**config.mk**
```make
export PLATFORM = sky130hd
export DESIGN_NAME = pwm_timer_core
export DESIGN_NICKNAME = d
export VERILOG_FILES = /design/src/rtl/pwm_timer_core.sv
export SDC_FILE = /design/constraint.sdc
export NUM_CORES = 1
export LEC_CHECK = 0
export BUFFER_PORTS_ARGS = -buffer_cell sky130_fd_sc_hd__buf_4
export CORE_ASPECT_RATIO = 1.2
export CORE_MARGIN = 2
export CORE_UTILIZATION = 45
export CTS_BUF_LIST = sky130_fd_sc_hd__clkbuf_2 sky130_fd_sc_hd__clkbuf_4 sky130_fd_sc_hd__clkbuf_8
export CTS_CLUSTER_SIZE = 28
export DETAILED_ROUTE_END_ITERATION = 12
export HOLD_SLACK_MARGIN = 0.15
export PLACE_DENSITY = 0.69
export SLEW_MARGIN = 20
export SYNTH_ARGS = -nofsm -noshare
export SYNTH_HDL_FRONTEND = slang
export SYNTH_SLANG_ARGS = --single-unit
```
**constraint.sdc**
```tcl
create_clock -name slow_clk -period 3 [get_ports slow_clk]
set_input_delay 0.15 -clock slow_clk [delete_from_list [all_inputs] [get_ports slow_clk]]
set_output_delay 0.15 -clock slow_clk [all_outputs]
set_load 0.02 [all_outputs]
```
**src/rtl/pwm_timer_core.sv**
```systemverilog
`default_nettype none
// ============================================================================
//  Module      : pwm_timer_core
//  Description : PWM waveform and timer-interrupt generator. It is driven by
//                the free-running main_counter value and owns the glitch-free
//                duty shadow register.
//  Revision    : 1.0 - initial release
// ============================================================================
module pwm_timer_core #(
    parameter int CNT_W = 16
) (
    input  logic             slow_clk,
    input  logic             rst,
    input  logic             sw_rst,
    input  logic             counter_en,
    input  logic             mode,
    input  logic             timer_mode,
    input  logic             o_pwm_en,
    input  logic             irq_clr,
    input  logic [CNT_W-1:0] counter,
    input  logic [CNT_W-1:0] period_reg,
    input  logic [CNT_W-1:0] duty_reg,
    output logic             o_pwm,
    output logic             irq,
    output logic             irq_rst,
    output logic [CNT_W-1:0] duty_active
);

    localparam logic [CNT_W-1:0] C_ZERO = '0;
    localparam logic [CNT_W-1:0] C_ONE  = {{(CNT_W-1){1'b0}}, 1'b1};

    typedef enum logic [1:0] {
        S_IDLE = 2'd0,
        S_RUN  = 2'd1,
        S_DONE = 2'd2
    } state_t;

    logic             r_sw_rst_sync;
    logic             r_counter_en_sync;
    logic             r_mode_sync;
    logic             r_timer_mode_sync;
    logic             r_pwm_en_sync;
    logic [CNT_W-1:0] r_period_sync;
    logic [CNT_W-1:0] r_duty_sync;

    state_t           r_state;
    state_t           w_state_nxt;
    logic             r_pwm;
    logic             r_irq;
    logic             r_irq_rst;
    logic [CNT_W-1:0] r_duty_active;

    logic             w_event;
    logic             w_rearm;
    logic             w_duty_load;

    // Software reset is sampled on its own so it keeps tracking the input while it clears everything else.
    always_ff @(posedge slow_clk or negedge rst) begin
        if (!rst) begin
            r_sw_rst_sync <= 1'b0;
        end else begin
            r_sw_rst_sync <= sw_rst;
        end
    end

    // One register stage on control and configuration inputs.
    always_ff @(posedge slow_clk or negedge rst) begin
        if (!rst) begin
            r_counter_en_sync <= 1'b0;
            r_mode_sync       <= 1'b0;
            r_timer_mode_sync <= 1'b0;
            r_pwm_en_sync     <= 1'b0;
            r_period_sync     <= C_ZERO;
            r_duty_sync       <= C_ZERO;
        end else if (r_sw_rst_sync) begin
            r_counter_en_sync <= 1'b0;
            r_mode_sync       <= 1'b0;
            r_timer_mode_sync <= 1'b0;
            r_pwm_en_sync     <= 1'b0;
            r_period_sync     <= C_ZERO;
            r_duty_sync       <= C_ZERO;
        end else begin
            r_counter_en_sync <= counter_en;
            r_mode_sync       <= mode;
            r_timer_mode_sync <= timer_mode;
            r_pwm_en_sync     <= o_pwm_en;
            r_period_sync     <= period_reg;
            r_duty_sync       <= duty_reg;
        end
    end

    // A timer event needs an armed RUN state, a running counter and a non-zero period.
    assign w_event = (r_state == S_RUN) && r_counter_en_sync && !r_mode_sync &&
                     (r_period_sync != C_ZERO) && (counter == r_period_sync);

    // A clear in DONE re-arms main_counter through a single low cycle on irq_rst.
    assign w_rearm = (r_state == S_DONE) && r_counter_en_sync && !r_mode_sync && irq_clr;

    // The shadow only moves at the PWM wrap point, or freely when PWM output is not in use.
    assign w_duty_load = !r_counter_en_sync || !r_mode_sync || (r_period_sync == C_ZERO) ||
                         (counter == (r_period_sync - C_ONE));

    // Timer FSM next-state logic; PWM mode always parks the FSM in IDLE.
    always_comb begin
        w_state_nxt = r_state;
        if (r_mode_sync) begin
            w_state_nxt = S_IDLE;
        end else if (r_counter_en_sync) begin
            case (r_state)
                S_IDLE:  w_state_nxt = S_RUN;
                S_RUN:   if (w_event && !r_timer_mode_sync) w_state_nxt = S_DONE;
                S_DONE:  if (irq_clr) w_state_nxt = S_RUN;
                default: w_state_nxt = S_IDLE;
            endcase
        end
    end

    // Timer FSM state register.
    always_ff @(posedge slow_clk or negedge rst) begin
        if (!rst) begin
            r_state <= S_IDLE;
        end else if (r_sw_rst_sync) begin
            r_state <= S_IDLE;
        end else begin
            r_state <= w_state_nxt;
        end
    end

    // Sticky interrupt: an event beats a simultaneous clear; a stopped counter freezes it.
    always_ff @(posedge slow_clk or negedge rst) begin
        if (!rst) begin
            r_irq <= 1'b0;
        end else if (r_sw_rst_sync) begin
            r_irq <= 1'b0;
        end else if (w_event) begin
            r_irq <= 1'b1;
        end else if (irq_clr && r_counter_en_sync) begin
            r_irq <= 1'b0;
        end
    end

    // Active-low re-arm strobe towards main_counter.
    always_ff @(posedge slow_clk or negedge rst) begin
        if (!rst) begin
            r_irq_rst <= 1'b1;
        end else if (r_sw_rst_sync) begin
            r_irq_rst <= 1'b1;
        end else begin
            r_irq_rst <= !w_rearm;
        end
    end

    // Duty shadow register.
    always_ff @(posedge slow_clk or negedge rst) begin
        if (!rst) begin
            r_duty_active <= C_ZERO;
        end else if (r_sw_rst_sync) begin
            r_duty_active <= C_ZERO;
        end else if (w_duty_load) begin
            r_duty_active <= r_duty_sync;
        end
    end

    // Registered PWM compare; holds its value while the counter is stopped.
    always_ff @(posedge slow_clk or negedge rst) begin
        if (!rst) begin
            r_pwm <= 1'b0;
        end else if (r_sw_rst_sync) begin
            r_pwm <= 1'b0;
        end else if (!r_mode_sync) begin
            r_pwm <= 1'b0;
        end else if (r_counter_en_sync) begin
            r_pwm <= r_pwm_en_sync && (counter < r_duty_active);
        end
    end

    // Gating with the synced mode drops the output in the same cycle timer mode takes over.
    assign o_pwm       = r_pwm && r_mode_sync;
    assign irq         = r_irq;
    assign irq_rst     = r_irq_rst;
    assign duty_active = r_duty_active;

endmodule
`default_nettype wire

```
### Word level (Yosys, flattened, before mapping)

Index checks and enable logic that the tools add are counted.

* word-level logic and storage cells: 67
* memory bits (read-only): 0
* memories kept: 0
* bits in writable memories: 0
* output and inout bits: 19
* bits in registers: 58
* latch bits: 0
* input bits: 56

* muxes and demuxes: 21
* $add $sub $neg: 1
* bitwise logic cells: 0
* equal/unequal tests: 7
* shifts and indexed selects: 0
* multiply operators: 0
* order comparisons: 1
* div/mod/pow operators: 0
* reductions and logical operators: 25

Operator list (number)
* 16-bit two-way mux: 4
* 16-bit equality test: 2
* 16-bit logical NOT: 1
* 16-bit less-than comparator: 1
* 16-bit nonzero test: 1
* 16-bit by 1-bit subtractor with 16-bit output, second input constant: 1
* 1-bit logical AND: 11
* 1-bit two-way mux: 11
* 2-bit two-way mux: 5
* 2-bit case mux with 3 select lines: 1
* 3-bit nonzero test: 2
* 1-bit logical NOT: 4
* 4-bit by 3-bit inequality test with 1-bit output, second input constant: 1
* 4-bit inequality test, second input constant: 1
* 1-bit logical OR: 3
* 3-bit inequality test, second input constant: 1
* 3-bit AND reduction: 1
* 2-bit by 1-bit equality test with 1-bit output, second input constant: 1
* 2-bit equality test, second input constant: 1
* 2-bit logical NOT: 1
* 2-bit nonzero test: 1

### Logic depth before layout (Yosys ltp)

* word-level depth: 11
* gate-level depth with buffers: 10
* depth with buffers taken out: 9

### Least setup slack after synthesis

No wires, ideal clock.

* path type: reg-to-reg
* from: reg r_period_sync[0]
* to: reg r_duty_active[10], in the netlist duty_active[10]
* stages on the path, launching flop included: 11
* clock period less this slack: 2635 ps
* required time: 2876 ps
* slack: 365 ps
* setup time: 124 ps
* arrival time: 2512 ps
* buffers on the path: 1
* path through: dfrtp_1 inv_1 ha_1 or4b_4 nor4_1 o211ai_1 o21a_1 nor4_4 a41oi_4 buf_6 mux2i_1

* word-level cells in the longest chain between the ends: 4
* elaborated cells on any way between the ends: 6
* classes of those cells: add/sub: 1; eq/ne: 1; reduce/logical: 4

Ends and longest elaborated chain
* start, declared: line 43 `logic [CNT_W-1:0] r_period_sync;`
* start signal, assigned: line 87 `r_period_sync <= period_reg;`
* 16-bit by 1-bit subtractor with 16-bit output or 16-bit logical NOT (tied branches): line 101, 100
* 16-bit equality test or 1-bit logical OR (tied branches): line 101, 100
* 1-bit logical OR *: line 100 `assign w_duty_load = !r_counter_en_sync || !r_mode_sync || (r_period_sync == C_ZERO) ||`
* 2-bit nonzero test (no line) *
* end signal, assigned: line 160 `r_duty_active <= r_duty_sync;`
* end, declared: line 51 `logic [CNT_W-1:0] r_duty_active;`

Every way passes the cells marked *; elsewhere a longest branch is shown, timed or not.
A chain may end at the register's enable or synchronous reset.

### Final worst setup path

* from: reg r_period_sync[1]
* to: reg r_duty_active[9], in the netlist duty_active[9]

The elaborated chain is that of the path after synthesis.

==> run_results.csv <==
group,metric,value,unit
route,first_pass_iters,4,
yosys,synth.most_common_cell,"dfrtp_1",
yosys,yosys_warnings,0,
yosys,ys_top_cells_by_area,"dfrtp_1, nor2b_1, ha_1",
yosys,postSynthCellCount,287,
power_and_ir_drop,power_density,439,mW/mm^2
yosys,synth.cells.most_frequent,"dfrtp_1, nor2b_1, nand2b_1",
cts,root_buffer,"clkbuf_8",
yosys,synthArstFlopShare,100,%
global_routing,grt_overflow,0,
min_path,min_path_type,"primary input to flop",
yosys,yosys.area.top_type,"dfrtp_1",
cts,htreeDepth,3,
final_layout,antenna_cells,0,
place,hpwlAfterDp,4.86,mm
route,dr.first_iter.drc_count,99,
timing,fin_crit,2820,ps
worst_setup_path,worstSetupEndpointType,"flop",
global_routing,grt_max_degree,59,
yosys,synth_nets,359,
route,vias_per_cell,5.02,
floorplanning,dieArea,0.00751,sq mm
route,routed_wl,6.99,mm
cts,cts.clk_slew.worst_paths,60,ps
cts,cts_sinks,58,
yosys,syn_area,0.00308,sq mm
global_routing,grt.total_usage,19.8,%
timing,hold_violations,0,
timing,fin_skew,15.9,ps
yosys,synthFlopType,"dfrtp_1",
timing,hold_slack,298,ps
yosys,yosysTopAreaCellShare,46.4,%
global_routing,grt_pass1_wl,11.2,mm
final_layout,nets,486,
worst_setup_path,crit_fanout,10,
yosys,ys_seq_area_share,47.2,%
timing,worst_slew_pin_slew,727,ps
floorplanning,core,0.00673,sq mm
power_and_ir_drop,ir_drop,281,uV
floorplanning,die_w,79.5,um
yosys,synth-seq-cells,58,
final_layout,drive_gt1_share,26.5,%
cts,cts_inserted_buffers,9,
floorplanning,num_rows,33,
route,vias,2539,
cts,insertion_delay,340,ps
final_layout,syn_to_final_growth,42.4,%
yosys,synth_edf_count,0,
flow_run,max_cap_viol_count,0,
yosys,ys_types,45,
route,drt-wirelength-per-cell,13.8,um
place,place_congestion,0.827,
route,final_antenna_net_count,0,
floorplanning,fp.dieH,94.6,um
final_layout,multi_input_area,0.00153,sq mm
global_routing,grt_antenna_before_repair,0,
worst_setup_path,cp_data_required_time,3210,ps
cts,cts-resized-gates,0,
worst_setup_path,crit_arrival,3020,ps
outcome,run_status,"complete, no violations",
timing,fmax,0.355,GHz
final_layout,nFillCells,566,
timing,rsz0062_at_grt,"false",
worst_setup_path,worstSetupStartpointType,"flop",
final_layout,seq_area,0.00145,sq mm
power_and_ir_drop,total_leakage_power,2.01,nW
floorplanning,initial_utilization,45.7,%
timing,report.final.slew_viol_count,0,
global_routing,grt_pass1_vias,2457,
cts,cts_tree,"done",
timing,tns,0,ps
floorplanning,io_pins,75,
timing,setup_viol,0,
place,io_buffers,74,
cts,cts_buffer_depth,2,
timing,post-route-period-util,94.0,%
timing,slew_headroom,51.5,%
yosys,avgSynthCellArea,10.7,sq um
worst_setup_path,crit_type,"flop to flop",
route,drc,0,
-- registers in the layout, indices dropped and copies added (netlist names), 2 cells and up --
| signal | flops |
|---|---|
| r_period_sync | 16 |
| r_duty_sync | 16 |
| r_state | 2 |
| duty_active | 16 |
-- per-layer routing --
layer	vias up	track usage [%]	wire length [um]
met4	0	10.6	165
li1	1238	-	-
met5	-	0	0
met2	65	34.0	3690
met3	14	3.35	262
met1	1222	23.5	2870
-- report_power, final --
| part | internal [mW] | switching, mW |
|---|---|---|
| Sequential | 0.818 | 0.0286 |
| Combinational | 0.178 | 0.153 |
| Clock | 0.456 | 0.291 |
| Total | 1.45 | 0.472 |
-- worst max-delay path: stages (launching register included) --
cell and delay (ps):
dfrtp_1 410, inv_1 80, ha_1 160, or4b_4 470, nor4_1 300, o211ai_1 160
o21a_1 160, nor4_4 320, a41oi_4 250, buf_4 260, mux2i_1 120
-- cell usage in the layout (no fill, tap or decap), types with 2 or more instances in the layout --
| cell | instances |
|---|---|
| a21o_1 | 7 |
| a21oi_1 | 8 |
| a22oi_1 | 2 |
| buf_4 | 84 |
| clkbuf_4 | 3 |
| clkbuf_8 | 11 |
| dfrtp_1 | 57 |
| dlygate4sd3_1 | 39 |
| ha_1 | 16 |
| inv_1 | 17 |
| mux2i_1 | 15 |
| nand2_1 | 5 |
| nand2b_1 | 19 |
| nand3_1 | 7 |
| nand4_1 | 3 |
| nor2_1 | 13 |
| nor2b_1 | 38 |
| nor3_1 | 8 |
| nor3b_1 | 2 |
| nor4_1 | 4 |
| nor4b_1 | 2 |
| o21a_1 | 2 |
| o21ai_0 | 6 |
| o31ai_1 | 3 |
| or3_1 | 3 |
| or3b_2 | 3 |
| xnor2_1 | 4 |
| xor2_1 | 17 |
-- stage by stage --
| step | area [sq um] | total power, mW | cells | worst slack (ps) | utilization [%] |
|---|---|---|---|---|---|
| 6_report | 4380 | 1.92 | 506 | 181 | 65.1 |
| 5_1_grt | 4380 | 2.02 | 506 | 9.88 | 65.1 |
| 3_3_place_gp | 3730 | 1.14 | 444 | 202 | 55.4 |
| 4_1_cts | 4330 | 1.94 | 499 | 70.2 | 64.3 |
| 3_5_place_dp | 3730 | 1.15 | 444 | 116 | 55.4 |
| 2_1_floorplan | 3080 | 1.02 | 287 | 365 | - |
-- final timing paths --
check / slack, ps / end / start / depth (start not counted)
setup / recovery: 180 / duty_active[9] / r_period_sync[1] / 10
hold / removal: 300 / r_pwm / counter[12] / 4
setup reg to reg: 180 / duty_active[9] / r_period_sync[1] / 10
hold reg to reg: 510 / duty_active[4] / r_duty_sync[4] / 2
max in group asynchronous: 2080 / r_period_sync[12] / rst / 2
min in group asynchronous: 400 / r_duty_sync[2] / rst / 2
-- cells by family (layout without fill, tap and decap cells) --
logic type / Yosys count / in the layout / share of synthesized area (%)
AOI/OAI and AO/OA: 36 / 36 / 8.58
xor gates and xnor gates: 21 / 21 / 5.98
adders and majority gates: 16 / 16 / 6.51
buffers and inverters: 24 / 156 / 3.17
DFF: 58 / 58 / 47.2
muxes: 16 / 16 / 5.25
and+or+nand+nor: 116 / 116 / 23.3
-- repair_timing --
item                       in CTS  in global routing
hold buffers                   39                  0
hold endpoints to repair       95                  0
setup buffers                   0                  7
setup endpoints to repair       0                  7
-- cell type report --
type | instances | share of cell area (%)
Clock buffer | 14 | 3.97
Timing Repair Buffer | 123 | 23.3
Sequential cell | 58 | 33.2
Multi-Input combinational cell | 205 | 34.8
Clock inverter | 2 | 0.800
Tap cell | 87 | 2.48
Inverter | 17 | 1.46
Power figures use the tool's default switching activity.
